**config.mk**
```make
export PLATFORM = sky130hd
export DESIGN_NAME = ifetch_queue
export DESIGN_NICKNAME = d
export VERILOG_FILES = /design/src/rtl/ifetch_queue.sv
export SDC_FILE = /design/constraint.sdc
export NUM_CORES = 1
export LEC_CHECK = 0
export BUFFER_PORTS_ARGS = -buffer_cell sky130_fd_sc_hd__buf_2
export CAP_MARGIN = 15
export CORE_ASPECT_RATIO = 1.25
export CORE_MARGIN = 4
export CORE_UTILIZATION = 40
export DETAILED_ROUTE_END_ITERATION = 7
export SETUP_SLACK_MARGIN = 0.05
export SYNTH_ARGS = -nofsm -noshare
export SYNTH_HDL_FRONTEND = slang
export SYNTH_SLANG_ARGS = --single-unit
```
**constraint.sdc**
```tcl
create_clock -name clk -period 10 [get_ports clk]
set_clock_uncertainty 0.1 [all_clocks]
set_input_delay 2.5 -clock clk [delete_from_list [all_inputs] [get_ports clk]]
set_output_delay 2.5 -clock clk [all_outputs]
set_load 0.1 [all_outputs]
```
**src/rtl/ifetch_queue.sv**
```systemverilog
// Instruction fetch unit: req/ack fetch engine feeding a PC-tagged prefetch queue.
// Optional same-cycle bypass of an arriving word into an empty queue: define IFQ_BYPASS_EN.
module ifetch_queue #(
  parameter int          DEPTH    = 4,
  parameter logic [31:0] RESET_PC = 32'h0000_3000
) (
  input  logic                       clk,
  input  logic                       rst,
  output logic                       imem_req,
  output logic [31:0]                imem_addr,
  input  logic                       imem_ack,
  input  logic [31:0]                imem_rdata,
  input  logic                       redirect,
  input  logic [31:0]                redirect_pc,
  input  logic                       deq,
  output logic                       inst_valid,
  output logic [31:0]                inst,
  output logic [31:0]                inst_pc,
  output logic [$clog2(DEPTH+1)-1:0] count
);

  localparam int PW = $clog2(DEPTH);
  localparam int CW = $clog2(DEPTH + 1);
  localparam logic [CW-1:0] FULL_C = CW'(DEPTH);

  typedef enum logic [1:0] {
    IDLE = 2'd0,
    WAIT = 2'd1,
    DROP = 2'd2
  } state_t;

  state_t          state_r, state_next_s;
  logic [31:0]     fpc_r, fpc_next_s;
  logic [31:0]     hold_r, hold_next_s;
  logic [31:0]     addr_r;
  logic            req_r;
  logic            valid_r;
  logic [CW-1:0]   count_r, count_next_s;
  logic [PW-1:0]   rd_r, wr_r, rd_next_s, wr_next_s;
  logic [31:0]     inst_mem_r [DEPTH];
  logic [31:0]     pc_mem_r   [DEPTH];
  logic [31:0]     rpc_s;
  logic            ack_ok_s, enq_s, deq_s, byp_s;

  assign rpc_s    = redirect_pc & 32'hFFFF_FFFC;
  assign ack_ok_s = (state_r == WAIT) && imem_ack && !redirect;

`ifdef IFQ_BYPASS_EN
  assign byp_s = (count_r == {CW{1'b0}}) && ack_ok_s;
`else
  assign byp_s = 1'b0;
`endif

  // A bypassed word that is consumed in the same cycle never enters the queue.
  assign enq_s = ack_ok_s && !(byp_s && deq);
  assign deq_s = deq && !redirect && (count_r != {CW{1'b0}});

  // Queue occupancy and pointer updates; redirect flushes everything.
  always_comb begin
    count_next_s = count_r;
    rd_next_s    = rd_r;
    wr_next_s    = wr_r;
    if (redirect) begin
      count_next_s = {CW{1'b0}};
      rd_next_s    = {PW{1'b0}};
      wr_next_s    = {PW{1'b0}};
    end else begin
      count_next_s = count_r + {{(CW-1){1'b0}}, enq_s} - {{(CW-1){1'b0}}, deq_s};
      rd_next_s    = rd_r + {{(PW-1){1'b0}}, deq_s};
      wr_next_s    = wr_r + {{(PW-1){1'b0}}, enq_s};
    end
  end

  // Fetch FSM next-state and fetch-PC logic.
  always_comb begin
    state_next_s = state_r;
    fpc_next_s   = fpc_r;
    hold_next_s  = hold_r;
    case (state_r)
      IDLE: begin
        if (redirect) begin
          fpc_next_s = rpc_s;
        end else if (count_r < FULL_C) begin
          state_next_s = WAIT;
        end else begin
          state_next_s = IDLE;
        end
      end
      WAIT: begin
        if (redirect) begin
          fpc_next_s = rpc_s;
          // Without ack the old request is still outstanding and must be drained.
          if (imem_ack) begin
            state_next_s = WAIT;
          end else begin
            state_next_s = DROP;
            hold_next_s  = fpc_r;
          end
        end else if (imem_ack) begin
          fpc_next_s   = fpc_r + 32'd4;
          state_next_s = (count_next_s < FULL_C) ? WAIT : IDLE;
        end else begin
          state_next_s = WAIT;
        end
      end
      DROP: begin
        if (redirect) begin
          fpc_next_s = rpc_s;
        end else begin
          fpc_next_s = fpc_r;
        end
        if (imem_ack) begin
          state_next_s = WAIT;
        end else begin
          state_next_s = DROP;
        end
      end
      default: begin
        state_next_s = IDLE;
      end
    endcase
  end

  // State, fetch address, registered handshake outputs and queue storage.
  always_ff @(posedge clk) begin
    if (rst) begin
      state_r <= IDLE;
      fpc_r   <= RESET_PC;
      hold_r  <= RESET_PC;
      addr_r  <= RESET_PC;
      req_r   <= 1'b0;
      valid_r <= 1'b0;
      count_r <= {CW{1'b0}};
      rd_r    <= {PW{1'b0}};
      wr_r    <= {PW{1'b0}};
      for (int i = 0; i < DEPTH; i++) begin
        inst_mem_r[i] <= 32'd0;
        pc_mem_r[i]   <= 32'd0;
      end
    end else begin
      state_r <= state_next_s;
      fpc_r   <= fpc_next_s;
      hold_r  <= hold_next_s;
      addr_r  <= (state_next_s == DROP) ? hold_next_s : fpc_next_s;
      req_r   <= (state_next_s != IDLE);
      valid_r <= (count_next_s != {CW{1'b0}});
      count_r <= count_next_s;
      rd_r    <= rd_next_s;
      wr_r    <= wr_next_s;
      if (enq_s) begin
        inst_mem_r[wr_r] <= imem_rdata;
        pc_mem_r[wr_r]   <= fpc_r;
      end else begin
        inst_mem_r[wr_r] <= inst_mem_r[wr_r];
        pc_mem_r[wr_r]   <= pc_mem_r[wr_r];
      end
    end
  end

  assign imem_req   = req_r;
  assign imem_addr  = addr_r;
  assign count      = count_r;
  assign inst_valid = valid_r | byp_s;
  assign inst       = byp_s ? imem_rdata : inst_mem_r[rd_r];
  assign inst_pc    = byp_s ? fpc_r      : pc_mem_r[rd_r];

endmodule

```
---- After elaboration in Yosys (flattened, before gate mapping) ----
Memories as Yosys holds them, arrays and structs flattened. A register that Yosys moved wholly into a read port is not among the register bits.
Index checks and enable logic that the tools add are counted.
W data, S select, Z words.
storage, ports and cells
  register bits after elaboration ......... 107
  memory bits (writable) .................. 256
  input bits .............................. 69
  output and inout port bits .............. 101
  word-level logic and storage cells ...... 72
  memories kept ........................... 2
memories
  name        words  bits a word  rd ports  clocked after memory_dff  write ports  RTL line  text
  inst_mem_r  4      32           1         1                         4            40        logic [31:0] inst_mem_r [DEPTH];
  pc_mem_r    4      32           1         1                         4            41        logic [31:0] pc_mem_r [DEPTH];
cells by class
  $add $sub $neg .......................... 5
  $lt $le $gt $ge ......................... 2
  equality and inequality tests ........... 4
  muxes and demuxes ....................... 34
  bitwise logic cells ..................... 2
  reductions and logical operators ........ 14
operators by type and width
  operator                 count
  $mux W32                 11
  $pmux W32 S2             1
  $reduce_or A32 Y1        2
  $add A32 B3 Y32 const B  1
  $mux W2                  7
  $mux W1                  13
  $lt A3 B3 Y1 const B     2
  $pmux W2 S3              1
  $reduce_bool A3 Y1       2
  $add A2 B1 Y2            2
  $eq A2 B2 Y1 const B     2
  $logic_and A1 B1 Y1      4
  $reduce_or A2 Y1         2
  $add A3 B1 Y3            1
  $mux W3                  1
  $sub A3 B1 Y3            1
  $eq A2 B1 Y1 const B     1
  $logic_not A2 Y1         1
  $or A1 B1 Y1             2
  $reduce_and A2 Y1        1
  $reduce_bool A2 Y1       1
  $logic_not A1 Y1         1
  $ne A0 B0 Y1             1

---- Longest topological paths before layout ----
Gate-level depths: netlist of the first run.
  depth after elaboration ................. 13
  depth in mapped cells ................... 13
  gate-level depth less buffers ........... 11

---- Worst setup path before layout of the first run ----
OpenSTA, ideal clock, no wires.
  path kind ............................... input to register
  from .................................... input port redirect
  to ...................................... memory inst_mem_r[2][0] (enable)
  arrival time ............................ 4.547 ns
  data required time ...................... 9.506 ns
  setup slack ............................. 4.959 ns
  stages .................................. 7
  buffers on the path ..................... 2
  path through ............................ or3b_1 > clkbuf_1 > nor2_4 > nand2_2 > nor3b_1 > clkbuf_2 > or2_2
RTL lines
  what         RTL line  text
  from (decl)  13        input logic redirect,
  to (decl)    40

==> results by group, run 1 <==
Synthesis
  – Post-Syn Instances: 1,249
  – Syn_nets: 1,322
  – Async SR Flop Fraction: 0%
  – Post-Syn Area: 16,060 µm²
  – Synth Flop Type: edfxtp_1
  – Flop and latch count out of synthesis: 363
  – Yosys cell types: 81
  – Post-Syn Area per Cell: 12.86 µm²
  – Seq/Total Area, Yosys: 61.20%
  – Yosys warns: 0
  – EDFF count, synth: 256

Power and ir drop
  – Clock group share of total power: approximately 40%
  – Pleak: about 7 nW
  – Combinational share of power: roughly a tenth
  – Final Power: 3.495 mW
  – Sw Share: approximately a quarter
  – PwrDens: 188.7 nW/µm²
  – Power Internal: 2.590 mW
  – IR drop worst, VDD: 144.5 µV
  – Switching power: 0.9049 mW
  – Flop pwr share: 48.9%

Setup path
  – CP dominant cell by count: buf_4
  – Reg-to-reg startpoint: state_r[1]
  – Largest delay share family, worst path: buffers and inverters
  – R2R depth: 8
  – Crit-path max FO: 64
  – Critical path, cell by cell: buf_2 -> buf_4 -> or3b_1 -> nor2_4 -> nand2_2 -> nor3_4 -> buf_4 -> or2_4 -> buf_4
  – Critical path required time: 10.04 ns
  – CP max stage cell: buf_4
  – Crit. End Element: flip-flop
  – CP startpoint kind: primary input
  – R2r setup slk: 6.14 ns
  – FF-to-FF End: inst_mem_r[0][10]
  – Max incr delay on CP: 0.79 ns
  – Arrival time at the worst endpoint: about 5.7 ns
  – Kind of critical path: in -> reg
  – Buffers & Inverters on Critical Path: 4

STA
  – RSZ-0062 raised after global routing: no
  – Worst slew margin: 27.58%
  – Highest Clock Rate: 176.0 MHz
  – Period utilisation layout: 56.82%
  – Least-Margin Pin Slew: 1.086 ns
  – Minimum period implied by the final worst setup slack: ~5.7 ns
  – Pins Over Slew Limit: 0
  – Setup TNS: 0 ns
  – Fin. Hold Viols: 0
  – Final setup viols: 0
  – Min Hold Slack: 0.3587 ns

Global route
  – Largest net degree at the start of global routing: 66
  – GRT Util Overall: 18.37%
  – First-pass GRT wire length: 62,600 µm
  – Initial antenna violation count: 0
  – GRT overflow: 0
  – Vias in the first global route: 10,730

Clock network
  – Resized Gates After CTS: 0
  – CTS tree: built
  – # hold bufs at CTS: 0
  – Clock Latency Late Sink: approximately 0.53 ns
  – H-tree lvl count: 2
  – CTS Buffer Depth: 3
  – Post-CTS Setup Bufs: 0
  – Clock-pin slew of the registers on the worst-case setup and hold paths: 0.06 ns
  – Root Buffer: clkbuf_16
  – Cts bufs inserted: 39
  – CTS sink cnt: 363

Hold path
  – Worst min-delay path startpoint: hold_r[18]
  – Hold crit path type: reg -> reg
  – Hold path endpoint: hold_r[18]
  – WHS Path Cells: 2

Placed design
  – DPL Wire Length: 23,560 µm
  – RePlAce Congestion: 0.8939
  – Input/output buffers: approximately 170

Floorplanning
  – Chip height: 232.0 µm
  – Site Rows: 81
  – Die Wd: around 190 µm
  – Die area: 43,440 µm²
  – Core area: 39,420 µm²
  – Io pins: 170
  – Starting Density: about two fifths

Job
  – Max-cap violation count: 0

Routing
  – Initial DRT Pass Iterations: 7
  – Vias: about 10,000
  – DRT iter0 DRCs: 1,022
  – Post-route ant nets: 0
  – Residual DRC: 0
  – WL final: 40,310 µm
  – Avg WL per Cell: around 21 µm
  – Vias per Instance: approximately 5.5

Cells and area
  – N_diodes: 0
  – Share of cells above drive strength 1: 23.72%
  – Area growth, synth to finish: 15.32%
  – # nets final: around 1,400
  – Filler Cell Count: 3,550

Status
  – Run status: completed
## worst max-delay path by stage
stage                  start                 to  slack [ns]  cells past startpoint
finish              redirect  inst_mem_r[0][10]        4.32                      9
global placement    redirect  inst_mem_r[0][24]        3.77                      9
CTS                  rd_r[0]        inst_pc[19]        4.24                      3
global route         rd_r[0]        inst_pc[19]        4.13                      3
floorplan           redirect   inst_mem_r[2][0]        4.96                      7
detailed placement  redirect  inst_mem_r[0][25]        3.75                      9
## power by group through the flow
stage                     clock, mW  sequential [mW]  combinational (mW)
after floorplan                   0             1.79               0.222
after global placement            0             1.74               0.377
after detailed placement          0             1.74               0.377
after CTS                      1.45             1.71               0.378
after global routing           1.51             1.72               0.395
final                          1.41             1.71               0.375
## registers in the layout, summed over array words and instances (netlist names)
| name | flops |
|---|---|
| hold_r | 32 |
| rd_r | 2 |
| wr_r | 2 |
| pc_mem_r | 128 |
| inst_mem_r | 128 |
| imem_req | 1 |
| count | 3 |
| fpc_r | 32 |
| inst_valid | 1 |
| imem_addr | 32 |
| state_r | 2 |
## through the flow
| step | area, µm² | instances | utilization (%) | setup WS (ns) |
|---|---|---|---|---|
| final | 18520 | 1889 | 46.98 | 4.318 |
| after global routing | 18520 | 1889 | 46.98 | 4.131 |
| after CTS | 18520 | 1889 | 46.98 | 4.240 |
| after detailed placement | 17270 | 1821 | 43.81 | 3.753 |
| after global placement | 17270 | 1821 | 43.81 | 3.765 |
| after floorplan | 16060 | 1249 | - | 4.959 |
## cells in the final DEF (no fill, tap or decap), types with 9 or more instances in the layout
master / synthesis / routed
nand2_1: 70 / 70
a211oi_1: 13 / 13
mux2i_1: 24 / 24
a21oi_1: 49 / 48
buf_2: 10 / 167
and2_1: 253 / 253
clkbuf_16: 0 / 41
o22ai_1: 10 / 10
nand3_1: 11 / 11
dfxtp_1: 107 / 105
nand4_1: 14 / 14
clkbuf_1: 81 / 9
xor2_1: 9 / 9
nor2_1: 84 / 84
mux4_2: 64 / 64
nor4_1: 15 / 15
o21ai_0: 10 / 10
nor3_1: 18 / 17
inv_1: 13 / 13
edfxtp_1: 256 / 256
buf_4: 0 / 15
## routing by layer
metal / vias to the layer above / part of all wire, % / track usage (%) / wire (µm)
met5: - / 0 / 0 / 0
met4: 0 / 2.2 / 5.155 / 876
met3: 64 / 6.1 / 3.308 / 2474
met2: 355 / 50 / 31.47 / 20110
met1: 5177 / 42 / 24.14 / 16850
li1: 4801 / - / - / -
## tightest hold or removal path: cells and delay by family (launching register included)
family             cells  cell delay, ns
and+or+nand+nor        1            0.05
DFF                    1            0.31
AOI/OAI and AO/OA      1            0.05
## Yosys cell counts, drive strengths merged (4+ instances only)
library cell / count / area [µm²]
mux2i: 24 / 240.2
edfxtp: 256 / 7687
xor2: 9 / 78.83
o32ai: 4 / 35.03
and2: 253 / 1583
o22ai: 10 / 62.56
a211oi: 13 / 97.59
a21oi: 49 / 245.2
o21ai: 11 / 55.05
nand2: 71 / 269.0
o211ai: 5 / 37.54
o221ai: 6 / 52.55
mux4: 64 / 1441
nor3: 20 / 116.4
or2: 4 / 25.02
buf: 23 / 106.4
nor4: 16 / 106.4
o41ai: 4 / 42.55
and3: 8 / 50.05
nor3b: 4 / 30.03
clkbuf: 85 / 324.1
nand4: 15 / 108.9
a31o: 6 / 52.55
inv: 13 / 48.80
dfxtp: 107 / 2142
nor2: 85 / 326.6
nand3: 12 / 65.06
## logic make-up after synthesis
kind of cell               Yosys count  synth area share [%]
AOI/OAI and AO/OA                  150                 6.544
adders and majority gates            4                0.3584
and+or+nand+nor                    509                 17.74
xor gates and xnor gates            12                0.6545
buffers and inverters              123                 3.031
DFF                                363                 61.20
muxes                               88                 10.47
## area by class of cell
type	count	area [µm²]	share of cell area, %
Tap cell	498	623.1	3.364
Clock inverter	12	106.4	0.5742
Multi-Input combinational cell	763	5808	31.36
Timing Repair Buffer	182	948.4	5.121
Inverter	15	56.30	0.3040
Clock buffer	56	1142	6.168
Sequential cell	363	9837	53.11
Power figures use the tool's default switching activity.
==> run 2: changes to the inputs <==
Clock period 10 ns to 5.8 ns, I/O delays scaled along.
==> results by group, run 2 (synthesis gave the netlist of run 1 again) <==
Placed design
  – Placed Area: 17,340 µm² (+0.41%)
  – RePlAce Congestion: 0.8968 (+0.32%)
  – Input/output buffers: 167 (unchanged)
  – DPL Wire Length: 24,820 µm (+5.4%)

Cells and area
  – Most frequent cells in the layout: edfxtp_1 (256), and2_1 (253), buf_2 (167)
  – # nets final: 1,442 (+0.35%)
  – Sequential cell area: 9837 µm² (unchanged)
  – N_diodes: 0 (unchanged)
  – Post-route cell area: 18,670 µm² (+0.81%)
  – Filler Cell Count: 3,526 (-0.68%)
  – Commonest non-fill, non-tap cell in the layout: edfxtp_1
  – Area of the multi-input gates: 5808 µm² (unchanged)
  – Largest regs: inst_mem_r x128, pc_mem_r x128
  – Share of cells above drive strength 1: 24.12% (+0.40 points)
  – Area growth, synth to finish: 16.26%

Clock network
  – Cts bufs inserted: 38 (-2.6%)
  – # hold bufs at CTS: 0 (unchanged)
  – CTS Buffer Depth: 3 (unchanged)
  – CTS sink cnt: 363 (unchanged)
  – H-tree lvl count: 2 (unchanged)
  – Post-CTS Setup Bufs: 0 (unchanged)
  – Clock-pin slew of the registers on the worst-case setup and hold paths: 0.06 ns (about the same)
  – CTS tree: built
  – Root Buffer: clkbuf_16
  – Resized Gates After CTS: 0 (unchanged)
  – Clock Latency Late Sink: 0.53 ns (about the same)

Global route
  – Initial antenna violation count: 0 (unchanged)
  – Vias in the first global route: 10,880 (+1.4%)
  – GRT Util Overall: 18.72% (+0.35 points)
  – GRT overflow: 0 (unchanged)
  – First-pass GRT wire length: 63,380 µm (+1.2%)
  – Largest net degree at the start of global routing: 66 (unchanged)

STA
  – Final setup viols: 0 (unchanged)
  – Worst slew margin: 23.90% (-3.7 points)
  – RSZ-0062 raised after global routing: no
  – Least-Margin Pin Slew: 1.132 ns (+0.04574 ns)
  – Pins Over Slew Limit: 0 (unchanged)
  – Fin. Hold Viols: 0 (unchanged)
  – Period utilisation layout: about three quarters
  – Setup TNS: 0 ns (unchanged)
  – Highest Clock Rate: 232.4 MHz
  – Minimum period implied by the final worst setup slack: approximately 4.3 ns

Setup path
  – Crit. End Element: primary output
  – Kind of critical path: reg -> out
  – R2R depth: 6 (-2)
  – Critical path required time: 4.25 ns (-5.79 ns)
  – Crit-path max FO: 38 (-41%)
  – CP startpoint kind: flip-flop
  – Max incr delay on CP: 0.88 ns (+0.09 ns)
  – Arrival time at the worst endpoint: 2.75 ns (-2.97 ns)
  – CP max stage cell: dfxtp_4
  – Critical path, cell by cell: buf_4 -> mux4_2 -> buf_2

Status
  – Run status: completed

Routing
  – Post-route ant nets: 0 (unchanged)
  – Avg WL per Cell: 21.75 µm (+1.9%)
  – Vias: 10,400 (+0.048%)
  – Initial DRT Pass Iterations: 7 (unchanged)
  – Residual DRC: 0 (unchanged)
  – Vias per Instance: 5.489 (-0.27%)
  – DRT iter0 DRCs: 715 (-30%)
  – WL final: 41,220 µm (+2.3%)

Floorplanning
  – Core area: 39,420 µm² (unchanged)
  – Io pins: 170 (unchanged)
  – Die Wd: 187.2 µm (unchanged)
  – Site Rows: 81 (unchanged)
  – Die area: 43,440 µm² (unchanged)
  – Chip height: 232.0 µm (unchanged)
  – Starting Density: 40.74% (unchanged)

Hold path
  – WHS Path Cells: 2 (unchanged)
  – Hold crit path type: reg -> reg

Job
  – Max-cap violation count: 0 (unchanged)

Power and ir drop
  – IR drop worst, VDD: 209.9 µV (+45%)
  – PwrDens: 331.6 nW/µm² (+76%)
  – Pleak: 6.988 nW (+1.2%)
  – Final Power: 6.191 mW (+77%)
## run 2: layout make-up
class | instances | area share (%)
Sequential cell | 363 | 52.68
Multi-Input combinational cell | 763 | 31.11
Clock buffer | 50 | 5.729
Timing Repair Buffer | 188 | 5.455
Tap cell | 498 | 3.337
Clock inverter | 18 | 1.387
Inverter | 15 | 0.3015
## run 2: critical path: cells and delay by family (launching register included)
| family | cells | cell delay, ns |
|---|---|---|
| DFF | 1 | 0.88 |
| buffers and inverters | 2 | 0.73 |
| muxes | 1 | 0.57 |
## run 2: metal layers
| layer | vias up | global-route usage, % | part of all wire (%) |
|---|---|---|---|
| li1 | 4811 | - | - |
| met3 | 76 | 3.459 | 6.0 |
| met2 | 396 | 33.21 | 50 |
| met5 | - | 0 | 0 |
| met4 | 0 | 4.970 | 2.0 |
| met1 | 5119 | 23.69 | 42 |
## run 2: path summary, 6_finish.rpt
path                                  from                end  slack, ns
worst max-delay path               rd_r[0]         inst_pc[8]       1.50
worst min-delay path            hold_r[29]         hold_r[29]       0.36
worst max register to register  state_r[0]  inst_mem_r[2][30]       2.51
worst min register to register  hold_r[29]         hold_r[29]       0.36
## run 2: per-stage QoR
| stage | util [%] | hold WS [ns] | cells | setup slack (ns) |
|---|---|---|---|---|
| 3_3_place_gp | 43.99 | 0.3426 | 1827 | 1.459 |
| 3_5_place_dp | 43.99 | 0.3485 | 1827 | 1.432 |
| 2_1_floorplan | - | 0.3315 | 1249 | 1.809 |
| 4_1_cts | 47.36 | 0.3570 | 1895 | 1.353 |
| 6_report | 47.36 | 0.3558 | 1895 | 1.497 |
| 5_1_grt | 47.36 | 0.3758 | 1895 | 1.265 |
## run 2: power by group
part / leakage, nW / switching, mW / total [mW] / internal [mW]
Combinational: 2.81 / 0.509 / 0.651 / 0.142
Clock: 0.652 / 0.987 / 2.59 / 1.61
Sequential: 3.53 / 0.0709 / 2.95 / 2.87
==> run 3: changes to the inputs <==
Settings changed: ABC_AREA set to 1.
Clock period 5.8 ns to 3.7 ns, I/O delays scaled along.
==> results by group, run 3 <==
Status
  – Run status: completed

Synthesis
  – Top cells by area, synth: edfxtp_1 (48%), dfxtp_1 (13%), nor2_1 (12%)
  – Share of the synthesized area in the top cell type: 47.85% (about the same)
  – Yosys cell types: 33 (-59%)
  – Synth Flop Type: edfxtp_1
  – Async SR Flop Fraction: 0% (unchanged)
  – Syn_nets: 1,852 (+40%)
  – Synth area leader: edfxtp_1
  – Commonest cells post-synth: nor2_1 (512), edfxtp_1 (256), o21ai_0 (191), nand2_1 (180), inv_1 (141)
  – Post-Syn Instances: 1,779 (+42%)
  – Most frequent cell after synthesis: nor2_1
  – Post-Syn Area per Cell: 9.031 µm² (-30%)
  – Flop and latch count out of synthesis: 363 (unchanged)
  – Yosys warns: 0 (unchanged)
  – EDFF count, synth: 256 (unchanged)
  – Seq/Total Area, Yosys: 61.18% (about the same)
  – Post-Syn Area: 16,070 µm² (about the same)

Setup path
  – Crit. End Element: primary output
  – R2R depth: 13 (+7)
  – Kind of critical path: reg -> out
  – Crit-path max FO: 34 (-11%)
  – Critical path required time: 2.67 ns (-1.58 ns)
  – CP startpoint kind: flip-flop
  – Arrival time at the worst endpoint: 2.47 ns (-0.28 ns)

Clock network
  – Cts bufs inserted: 38 (unchanged)
  – CTS Buffer Depth: 3 (unchanged)
  – Clock Latency Late Sink: 0.54 ns (about the same)
  – CTS tree: built
  – # hold bufs at CTS: 0 (unchanged)
  – CTS sink cnt: 363 (unchanged)
  – H-tree lvl count: 2 (unchanged)
  – Root Buffer: clkbuf_16
  – Post-CTS Setup Bufs: 0 (unchanged)
  – Clock-pin slew of the registers on the worst-case setup and hold paths: 0.06 ns (about the same)

Placed design
  – Setup WS pre-CTS: 0.5808 ns (-0.8516 ns)
  – Input/output buffers: 167 (unchanged)
  – RePlAce Congestion: 0.9010 (+0.47%)
  – DPL Wire Length: 27,440 µm (+11%)

Job
  – Max-cap violation count: 0 (unchanged)

STA
  – RSZ-0062 raised after global routing: no
  – Setup TNS: 0 ns (unchanged)
  – Final setup viols: 0 (unchanged)
  – Pins Over Slew Limit: 0 (unchanged)
  – Least-Margin Pin Slew: 0.9222 ns (-0.2098 ns)
  – Highest Clock Rate: 285.8 MHz
  – Worst slew margin: 38.52% (+15 points)
  – Minimum period implied by the final worst setup slack: 3.498 ns
  – Min Hold Slack: 0.3972 ns (+0.04133 ns)
  – Period utilisation layout: 94.55%
  – Fin. Hold Viols: 0 (unchanged)
  – Worst setup margin: 0.2015 ns (-1.296 ns)

Power and ir drop
  – IR drop worst, VDD: 356.0 µV (+70%)
  – Pleak: 7.925 nW (+13%)
  – PwrDens: 505.9 nW/µm² (+53%)

Global route
  – GRT busiest layer: met2
  – GR Util met3: 3.308% (-0.15 points)
  – M1 GR Usage: 25.62% (+1.9 points)
  – First-pass GRT wire length: 70,040 µm (+10%)
  – GRT Util Overall: 20.22% (+1.5 points)
  – GRT overflow: 0 (unchanged)
  – Met2 usage: 35.00% (+1.8 points)
  – Vias in the first global route: 12,840 (+18%)
  – Largest net degree at the start of global routing: 97 (+47%)
  – Initial antenna violation count: 0 (unchanged)

Floorplanning
  – Starting Density: 40.75% (about the same)
  – Die Wd: 187.3 µm (about the same)
  – Site Rows: 81 (unchanged)
  – Chip height: 232.1 µm (about the same)
  – Core area: 39,420 µm² (unchanged)
  – Die area: 43,450 µm² (about the same)
  – Io pins: 170 (unchanged)

Cells and area
  – Share of cells above drive strength 1: 16.04% (-8.1 points)
  – Most frequent cells in the layout: nor2_1 (512), edfxtp_1 (256), o21ai_0 (191)
  – Filler Cell Count: 3,679 (+4.3%)
  – # nets final: 1,989 (+38%)
  – Largest regs: inst_mem_r x128, pc_mem_r x128
  – Area growth, synth to finish: 20.44%
  – Commonest non-fill, non-tap cell in the layout: nor2_1
  – Sequential cell area: 9834 µm² (about the same)
  – Area of the multi-input gates: 5396 µm² (-7.1%)
  – N_diodes: 0 (unchanged)

Routing
  – Initial DRT Pass Iterations: 6 (-1)
  – Post-route ant nets: 0 (unchanged)
  – WL final: 44,680 µm (+8.4%)
  – Vias per Instance: 5.277 (-3.9%)
  – Avg WL per Cell: 18.29 µm (-16%)
  – Residual DRC: 0 (unchanged)
  – DRT iter0 DRCs: 1,010 (+41%)
  – Vias: 12,890 (+24%)

Hold path
  – WHS Path Cells: 2 (unchanged)
  – Hold crit path type: reg -> reg
[run 3: cell types whose count changed in the layout (fill, tap and decap cells not counted), sizes merged, moves of 61 or more]
cell / delta
inv: +134
nand2: +110
mux4: -64
o21ai: +180
o22ai: +70
nor2: +431
and2: -252
nand3: +61
[run 3: cell families (layout without fill, tap and decap cells)]
family	Yosys count	after routing	share of synthesized area (%)
AO/OA/AOI/OAI	343	343	11.64
XOR/XNOR	4	4	0.2181
adder cells (fa/ha/maj)	4	4	0.3583
buffers and inverters	252	418	6.277
flip-flops	363	363	61.18
AND/OR/NAND/NOR	813	813	20.33
[run 3: critical path: stages, from the launching register on]
cell	delay [ns]
dfxtp_4	0.47
inv_4	0.34
buf_4	0.36
o21ai_0	0.14
o22ai_2	0.16
buf_2	0.45
[run 3: where the power goes]
| part | switching [mW] | internal [mW] | leakage, nW |
|---|---|---|---|
| clock network | 1.57 | 2.31 | 0.604 |
| logic | 1.01 | 0.286 | 3.81 |
| registers | 0.0829 | 4.53 | 3.51 |
| total | 2.66 | 7.13 | 7.92 |
[run 3: per-layer routing]
layer | part of all wire (%) | vias to the layer above
met5 | 0 | -
met4 | 3.4 | 0
met1 | 42 | 6164
met3 | 5.5 | 86
li1 | - | 6250
met2 | 49 | 392
[run 3: through the flow]
| stage | instances | instance area [µm²] | util [%] | power, mW |
|---|---|---|---|---|
| floorplan | 1779 | 16210 | - | 5.608 |
| global placement | 2374 | 18080 | 45.86 | 5.977 |
| detailed placement | 2374 | 18080 | 45.86 | 5.991 |
| CTS | 2443 | 19340 | 49.06 | 9.873 |
| global route | 2443 | 19350 | 49.08 | 10.15 |
| finish | 2443 | 19350 | 49.08 | 9.788 |
[run 3: worst paths after layout]
kind              startpoint         end  slack (ns)
hold / removal    hold_r[12]  hold_r[12]        0.40
setup / recovery     rd_r[0]    inst[14]        0.20
setup reg to reg    count[2]    imem_req        0.90
hold reg to reg   hold_r[12]  hold_r[12]        0.40
[run 3: area by class of cell]
class / instances / area share (%)
inverter: 145 / 2.826
tap: 498 / 3.220
clock buffer: 48 / 5.270
timing repair buffer: 204 / 8.723
sequential: 363 / 50.83
multi-input combinational: 1164 / 27.89
clock inverter: 21 / 1.242
[run 3: what timing repair did]
action,in CTS,in global routing
setup endpoints to repair,0,3
resized for setup,0,3
hold endpoints to repair,0,0
